[src/rtl/ext_mem_bridge.sv]
// CPU-to-external-memory handshake bridge: IDLE -> REQ -> DONE per access.
// Define EXT_TIMEOUT_EN to abort a REQ phase after TIMEOUT_CYCLES with bus_err.
module ext_mem_bridge #(
  parameter int TIMEOUT_CYCLES = 16
) (
  input  logic        clk,
  input  logic        rst_n,
  input  logic        cs,
  input  logic [31:0] cpu_addr,
  input  logic [31:0] cpu_wdata,
  input  logic        cpu_we,
  input  logic        cpu_re,
  output logic [31:0] cpu_rdata,
  output logic        stall,
  output logic        ext_req,
  output logic        ext_we,
  output logic [31:0] ext_addr,
  output logic [31:0] ext_wdata,
  input  logic        ext_ack,
  input  logic [31:0] ext_rdata,
  output logic        bus_err
);

  typedef enum logic [1:0] {IDLE, REQ, DONE} state_t;

  state_t state;
  logic   pending;

  assign pending = cs & (cpu_we | cpu_re);
  // Gated by rst_n so the CPU is never held while the bridge is in reset.
  assign stall   = rst_n & (((state == IDLE) & pending) | (state == REQ));

`ifdef EXT_TIMEOUT_EN
  localparam int CW = $clog2(TIMEOUT_CYCLES) + 1;

  logic [CW-1:0] tmo_cnt;
  logic          tmo_hit;

  assign tmo_hit = (tmo_cnt == CW'(TIMEOUT_CYCLES - 1));

  always_ff @(posedge clk or negedge rst_n) begin
    if (!rst_n)
      tmo_cnt <= '0;
    else if (state == IDLE)
      tmo_cnt <= '0;
    else if ((state == REQ) && !ext_ack && !tmo_hit)
      tmo_cnt <= tmo_cnt + 1'b1;
  end
`else
  assign bus_err = 1'b0;
`endif

  always_ff @(posedge clk or negedge rst_n) begin
    if (!rst_n) begin
      state     <= IDLE;
      ext_req   <= 1'b0;
      ext_we    <= 1'b0;
      ext_addr  <= '0;
      ext_wdata <= '0;
      cpu_rdata <= '0;
`ifdef EXT_TIMEOUT_EN
      bus_err   <= 1'b0;
`endif
    end else begin
`ifdef EXT_TIMEOUT_EN
      bus_err <= 1'b0;
`endif
      case (state)
        IDLE: begin
          // A still-high ack from the previous access blocks the launch.
          if (pending && !ext_ack) begin
            ext_addr  <= cpu_addr;
            ext_wdata <= cpu_wdata;
            ext_we    <= cpu_we;
            ext_req   <= 1'b1;
            state     <= REQ;
          end
        end
        REQ: begin
          if (ext_ack) begin
            ext_req <= 1'b0;
            if (!ext_we) cpu_rdata <= ext_rdata;
            state   <= DONE;
          end
`ifdef EXT_TIMEOUT_EN
          else if (tmo_hit) begin
            ext_req <= 1'b0;
            if (!ext_we) cpu_rdata <= 32'hFFFF_FFFF;
            bus_err <= 1'b1;
            state   <= DONE;
          end
`endif
        end
        DONE:    state <= IDLE;
        default: state <= IDLE;
      endcase
    end
  end

endmodule

[config.mk]
export PLATFORM = sky130hd
export DESIGN_NAME = ext_mem_bridge
export DESIGN_NICKNAME = d
export VERILOG_FILES = /design/src/rtl/ext_mem_bridge.sv
export SDC_FILE = /design/constraint.sdc
export NUM_CORES = 1
export LEC_CHECK = 0
export BUFFER_PORTS_ARGS = -buffer_cell sky130_fd_sc_hd__buf_2
export CORE_ASPECT_RATIO = 0.9
export CORE_UTILIZATION = 44
export CTS_CLUSTER_DIAMETER = 40
export CTS_CLUSTER_SIZE = 30
export DETAILED_ROUTE_END_ITERATION = 10
export GPL_TIMING_DRIVEN = 0
export PLACE_DENSITY = 0.79
export REMOVE_ABC_BUFFERS = 1
export SYNTH_ARGS = -nofsm -noshare
export SYNTH_HDL_FRONTEND = slang
export SYNTH_SLANG_ARGS = --single-unit
[constraint.sdc]
create_clock -name clk -period 1.95 [get_ports clk]
set_clock_uncertainty 0.1 [all_clocks]
set_input_delay 0.195 -clock clk [delete_from_list [all_inputs] [get_ports clk]]
set_output_delay 0.195 -clock clk [all_outputs]
set_load 0.02 [all_outputs]
==> results of run 1 <==
what timing repair did:
item                                    4_1_cts  5_1_grt
gates resized for setup                       1        1
endpoints found under the setup margin       90       33
buffers inserted                              3        2
pin swaps                                     1        2
gates cloned                                  1        0
hold endpoints to repair                    157       59
cell families (layout without fill, tap and decap cells):
| family | Yosys count | after routing | synth area share [%] |
|---|---|---|---|
| AOI/OAI and AO/OA | 2 | 2 | 0.333 |
| buffers and inverters | 12 | 323 | 2.57 |
| DFF | 100 | 100 | 66.7 |
| muxes | 97 | 97 | 29.1 |
| other | 1 | 1 | 0.0999 |
| and+or+nand+nor | 6 | 7 | 1.20 |
cells in the final DEF (no fill, tap or decap):
cell type      Yosys  routed
bufinv_16          0       2
nor3b_1            1       1
conb_1             1       1
mux2_1            45      45
clkbuf_8           0       9
dfrtp_1          100     100
clkinv_4           0       1
nor4_4             0       1
inv_1              1       1
clkinvlp_4         0       1
a21o_1             1       1
buf_4              5       4
buf_2              2     199
dlygate4sd3_1      0      98
buf_8              0       2
o21ai_2            0       1
clkbuf_1           0       1
buf_12             0       3
buf_6              4       2
nand3b_1           1       1
nor3_1             1       1
nor2_4             0       2
mux2_2            52      52
nor2b_1            1       1
where the power goes:
part / total [mW] / switching, mW / internal, mW
Clock: 1.38 / 0.666 / 0.712
Sequential: 3.06 / 0.341 / 2.72
Combinational: 2.54 / 1.44 / 1.10
worst reg2reg max path, stage by stage (launching register included):
cell and delay, ps:
dfrtp_1 430, nor4_4 360, buf_6 240, buf_8 190
mux2_2 360
worst paths after layout:
kind	startpoint	endpoint	slack [ps]	cells after the start
worst max-delay path	ext_ack	ext_wdata[5]	60	6
worst min-delay path	rst_n	ext_wdata[25]	-180	1
worst max register to register	state[0]	ext_wdata[5]	160	4
worst min register to register	ext_wdata[25]	ext_wdata[25]	390	1
max in group asynchronous	rst_n	cpu_rdata[5]	1240	2
min in group clk	cs	state[0]	230	4
routing by layer:
metal | GRT usage, % | vias up | share of wire [%]
met5 | 0 | - | 0
met4 | 4.14 | 0 | 0.71
met3 | 6.73 | 6 | 5.8
met2 | 42.1 | 120 | 53
met1 | 26.8 | 1450 | 40
li1 | - | 1377 | -
Yosys cell counts:
| cell type | number | area share (%) |
|---|---|---|
| dfrtp_1 | 100 | 67 |
| mux2_2 | 52 | 16 |
| mux2_1 | 45 | 14 |
| buf_4 | 5 | 1.0 |
| buf_6 | 4 | 1.2 |
| buf_2 | 2 | 0.27 |
| a21o_1 | 1 | 0.20 |
| conb_1 | 1 | 0.10 |
| inv_1 | 1 | 0.10 |
| nand3b_1 | 1 | 0.20 |
| nor2_2 | 1 | 0.17 |
| nor2b_1 | 1 | 0.17 |
| nor3_1 | 1 | 0.13 |
| nor3b_1 | 1 | 0.20 |
| nor4_2 | 1 | 0.33 |
| o21ai_1 | 1 | 0.13 |
through the flow:
stage | worst slack (ps) | TNS, ps
after detailed placement | -301 | -11020
after CTS | 26.8 | 0
after floorplan | -2970 | -194250
final | 59.9 | 0
after global routing | 9.41 | 0
after global placement | -4490 | -340770
state kept, by name (all words and copies together), names as in the netlist:
name,cells
ext_wdata,32
state,2
ext_addr,32
ext_req,1
cpu_rdata,32
ext_we,1
layout make-up:
class / instances / share of cell area (%)
sequential: 100 / 40.8
inverter: 1 / 0.0612
multi-input combinational: 107 / 19.3
clock buffer: 10 / 2.08
timing repair buffer: 308 / 34.5
tap: 99 / 2.02
clock inverter: 4 / 1.24
==> reports/metrics.yaml, run 1 <==
outcome: "finished, violations left"
violations: "hold timing"
p_leak_nw: 2.98
h-tree-depth: 3
rsz0062_at_grt: "no"
path_cells: "dlygate4sd3_1 -> buf_2 -> nor4_4 -> buf_6 -> buf_8 -> mux2_2"
fillers: 505
fin_nets: 629
layout-drive-gt1-share_pct: 52.6
grt_pass1_wl_mm: 15.3
fin_cells: 629
die_h_um: 89.6
cts_root_buf: "clkbuf_8"
clkSlewWorstSetupHoldPaths_ps: 90
slew_violations: 0
max_freq_mhz: 529
firstDrtPassIters: 4
drv_cap: 0
finalSetupViolations: 0
max_stage_delay_ps: 520
slew_headroom_pct: 48.3
fin_area_um2: 6140
crit_path_end_kind: "flip-flop"
rows: 31
crit_buf_inv: 4
arrival_ps: 2030
die-area_um2: 8900
hold_slack_ps: -184
io_pins: 202
hold_buffers: 98
insertion_delay_ps: 350
crit_type: "primary input to flip-flop"
seq_area_um2: 2500
grt_max_degree: 62
drt_iter0_markers: 37
track_usage_pct: 22.7
clock_sinks: 100
max_slew.worst_pin.slew_ps: 775
power.total_mw: 6.98
die_w_um: 99.3
power_density_nw_per_um2: 1140
final_core_util_pct: 75.3
hold_viol_final: 59
ys_warn_count: 0
wire_per_inst_um: 16.2
numPortBuffers: 200
syn_inst: 218
critPathTopFamily: "buffers and inverters"
viasPerCell: 4.69
synth.distinct_cells: 16
syn_area_um2: 3750
worstPathRequired_ps: 2080
routed-via-count: 2953
syn_to_final_growth_pct: 63.5
drc: 0
gp_congestion: 0.713
place_inst: 511
postSynthAreaPerCell_um2: 17.2
overflow: 0
post_dp_cell_area_um2: 4870
yosys_register_bits: 100
ir_worst_vdd_mv: 0.756
worstPathMaxFanout: 14
antenna_found_initial: 0
cts_tree: "built"
ant_nets: 0
setup.worst_path.start_class: "primary input"
start_util_pct: 46.1
crit_slowest_cell: "dlygate4sd3_1"
grt_pass1_vias: 3121
insertedDiodeCount: 0
coreArea_um2: 8150
cts_buffers: 9
finalCritPeriodShare_pct: 96.9
multi_input_area_um2: 1180
dpl.hpwl_mm: 5.97
routed_wl_mm: 10.2
final.min_clock_period_ps: 1890
clockBufferDepth: 2
hp-class: "primary input to async pin"
ys_seq_area_share_pct: 66.7
(Power assumes the default switching activity.)
==> run 2, diff against run 1 <==
--- a/config.mk
+++ b/config.mk
@@ -7,12 +7,12 @@
 export LEC_CHECK = 0
 export BUFFER_PORTS_ARGS = -buffer_cell sky130_fd_sc_hd__buf_2
 export CORE_ASPECT_RATIO = 0.9
-export CORE_UTILIZATION = 44
+export CORE_UTILIZATION = 40
 export CTS_CLUSTER_DIAMETER = 40
 export CTS_CLUSTER_SIZE = 30
 export DETAILED_ROUTE_END_ITERATION = 10
 export GPL_TIMING_DRIVEN = 0
-export PLACE_DENSITY = 0.79
+export PLACE_DENSITY = 0.76
 export REMOVE_ABC_BUFFERS = 1
 export SYNTH_ARGS = -nofsm -noshare
 export SYNTH_HDL_FRONTEND = slang
==> constraint.sdc (replaced) <==
create_clock -name clk -period 1.5 [get_ports clk]
set_clock_uncertainty 0.1 [all_clocks]
set_input_delay 0.15 -clock clk [delete_from_list [all_inputs] [get_ports clk]]
set_output_delay 0.15 -clock clk [all_outputs]
set_load 0.02 [all_outputs]
==> reports/metrics.yaml, run 2 (synthesized netlist as in run 1, its figures left out) <==
reg.largest.list: "cpu_rdata (32), ext_addr (32), ext_wdata (32)"
ir_worst_vdd_mv: 0.918
die-area_um2: 9770
post_dp_cell_area_um2: 4910
worstPathRequired_ps: 1640
cts_root_buf: "clkbuf_8"
antenna_found_initial: 0
viasPerCell: 4.71
final_cell_mix: "buf_2, dfrtp_1, dlygate4sd3_1, mux2_4, mux2_1"
path_cells: "nor4_4 -> buf_8 -> buf_12 -> buf_12 -> buf_12 -> mux2_4"
syn_to_final_growth_pct: 79.6
gp_congestion: 0.717
numPortBuffers: 200
max_stage_delay_ps: 420
ant_nets: 0
grt_pass1_wl_mm: 17.4
crit_path_end_kind: "flip-flop"
fillers: 589
routed-via-count: 3170
drc: 0
finalSetupViolations: 99
wire_per_inst_um: 17.1
io_pins: 202
setup.worst_path.start_class: "flip-flop"
max_slew.worst_pin.slew_ps: 664
h-tree-depth: 3
fin_area_um2: 6740
layout_setup_ws_ps: -247
dpl.hpwl_mm: 5.92
p_leak_nw: 3.34
rows: 33
max_freq_mhz: 572
slew_violations: 0
critPathTopFamily: "buffers and inverters"
power_density_nw_per_um2: 1410
clkSlewWorstSetupHoldPaths_ps: 90
worstPathMaxFanout: 8
cts_buffers: 9
arrival_ps: 1890
hold_viol_final: 50
die_h_um: 93.9
crit_slowest_cell: "dfrtp_1"
crit_buf_inv: 4
slew_headroom_pct: 55.7
power.total_mw: 9.53
outcome: "finished, violations left"
track_usage_pct: 23.4
start_util_pct: 41.1
layout-drive-gt1-share_pct: 59.5
overflow: 0
cts_tree: "built"
place_inst: 534
firstDrtPassIters: 4
crit_type: "flip-flop to flip-flop"
coreArea_um2: 9130
hold_buffers: 98
clock_sinks: 100
insertion_delay_ps: 350
hp-class: "primary input to async pin"
final_common_cell: "buf_2"
hold_slack_ps: -283
die_w_um: 104
drt_iter0_markers: 87
cpMostUsedCell: "buf_12"
insertedDiodeCount: 0
fin_nets: 648
drv_cap: 0
fin_cells: 673
grt_max_degree: 53
clockBufferDepth: 2
rsz0062_at_grt: "yes"
finalCritPeriodShare_pct: 116
grt_pass1_vias: 3394
routed_wl_mm: 11.5
violations: "hold timing, setup timing"
final.min_clock_period_ps: 1750
-- run 2: changes by cell type in the layout (fill, tap and decap cells not counted), sizes merged --
cell and change:
clkinvlp +1, inv +1, clkbuf +4, bufinv -2
buf +17
-- run 2: what timing repair did --
item	4_1_cts	5_1_grt
pin swaps	3	2
endpoints found under the setup margin	98	98
endpoints found under the hold margin	148	50
buffers inserted	18	2
gates resized for setup	75	20
cloned	5	2
-- run 2: worst reg2reg max path, cell delays in order, from the launching register on --
cell and delay, ps:
dfrtp_1 420, nor4_4 320, buf_8 150, buf_12 110, buf_12 100, buf_12 130
mux2_4 310
-- run 2: final timing paths --
check,cells past startpoint,startpoint,endpoint,slack (ps)
worst max-delay path,6,state[0],ext_wdata[15],-250
worst min-delay path,1,rst_n,ext_addr[13],-280
worst max register to register,6,state[0],ext_wdata[15],-250
worst min register to register,1,ext_addr[8],ext_addr[8],390
max in group asynchronous,2,rst_n,cpu_rdata[6],920
min in group clk,5,ext_ack,state[1],250
-- run 2: area by class of cell --
cell class	count	area [um2]	area share (%)
Inverter	1	3.75	0.0557
Tap cell	122	153	2.26
Clock inverter	4	32.5	0.483
Multi-Input combinational cell	107	1450	21.6
Sequential cell	100	2500	37.1
Timing Repair Buffer	327	2440	36.2
Clock buffer	12	155	2.30
-- run 2: metal layers --
metal	wire [um]	GRT usage, %
met5	0	0
met4	252	8.57
met3	591	6.10
met2	6080	41.9
met1	4580	27.2
-- run 2: per-stage QoR --
| stage | hold WS (ps) | TNS, ps | util, % | setup slack [ps] |
|---|---|---|---|---|
| floorplan | -246 | -238350 | - | -3420 |
| detailed placement | 123 | -66040 | 53.8 | -1030 |
| finish | -283 | -16900 | 73.9 | -247 |
| global route | -254 | -21530 | 73.9 | -288 |
| global placement | 255 | -424580 | 52.7 | -4950 |
| CTS | -265 | -14020 | 72.7 | -238 |
-- run 2: report_power, final --
group | internal (mW) | switching, mW | total [mW]
clock | 0.705 | 0.918 | 1.62
sequential | 3.53 | 0.477 | 4.01
combinational | 1.93 | 1.97 | 3.90
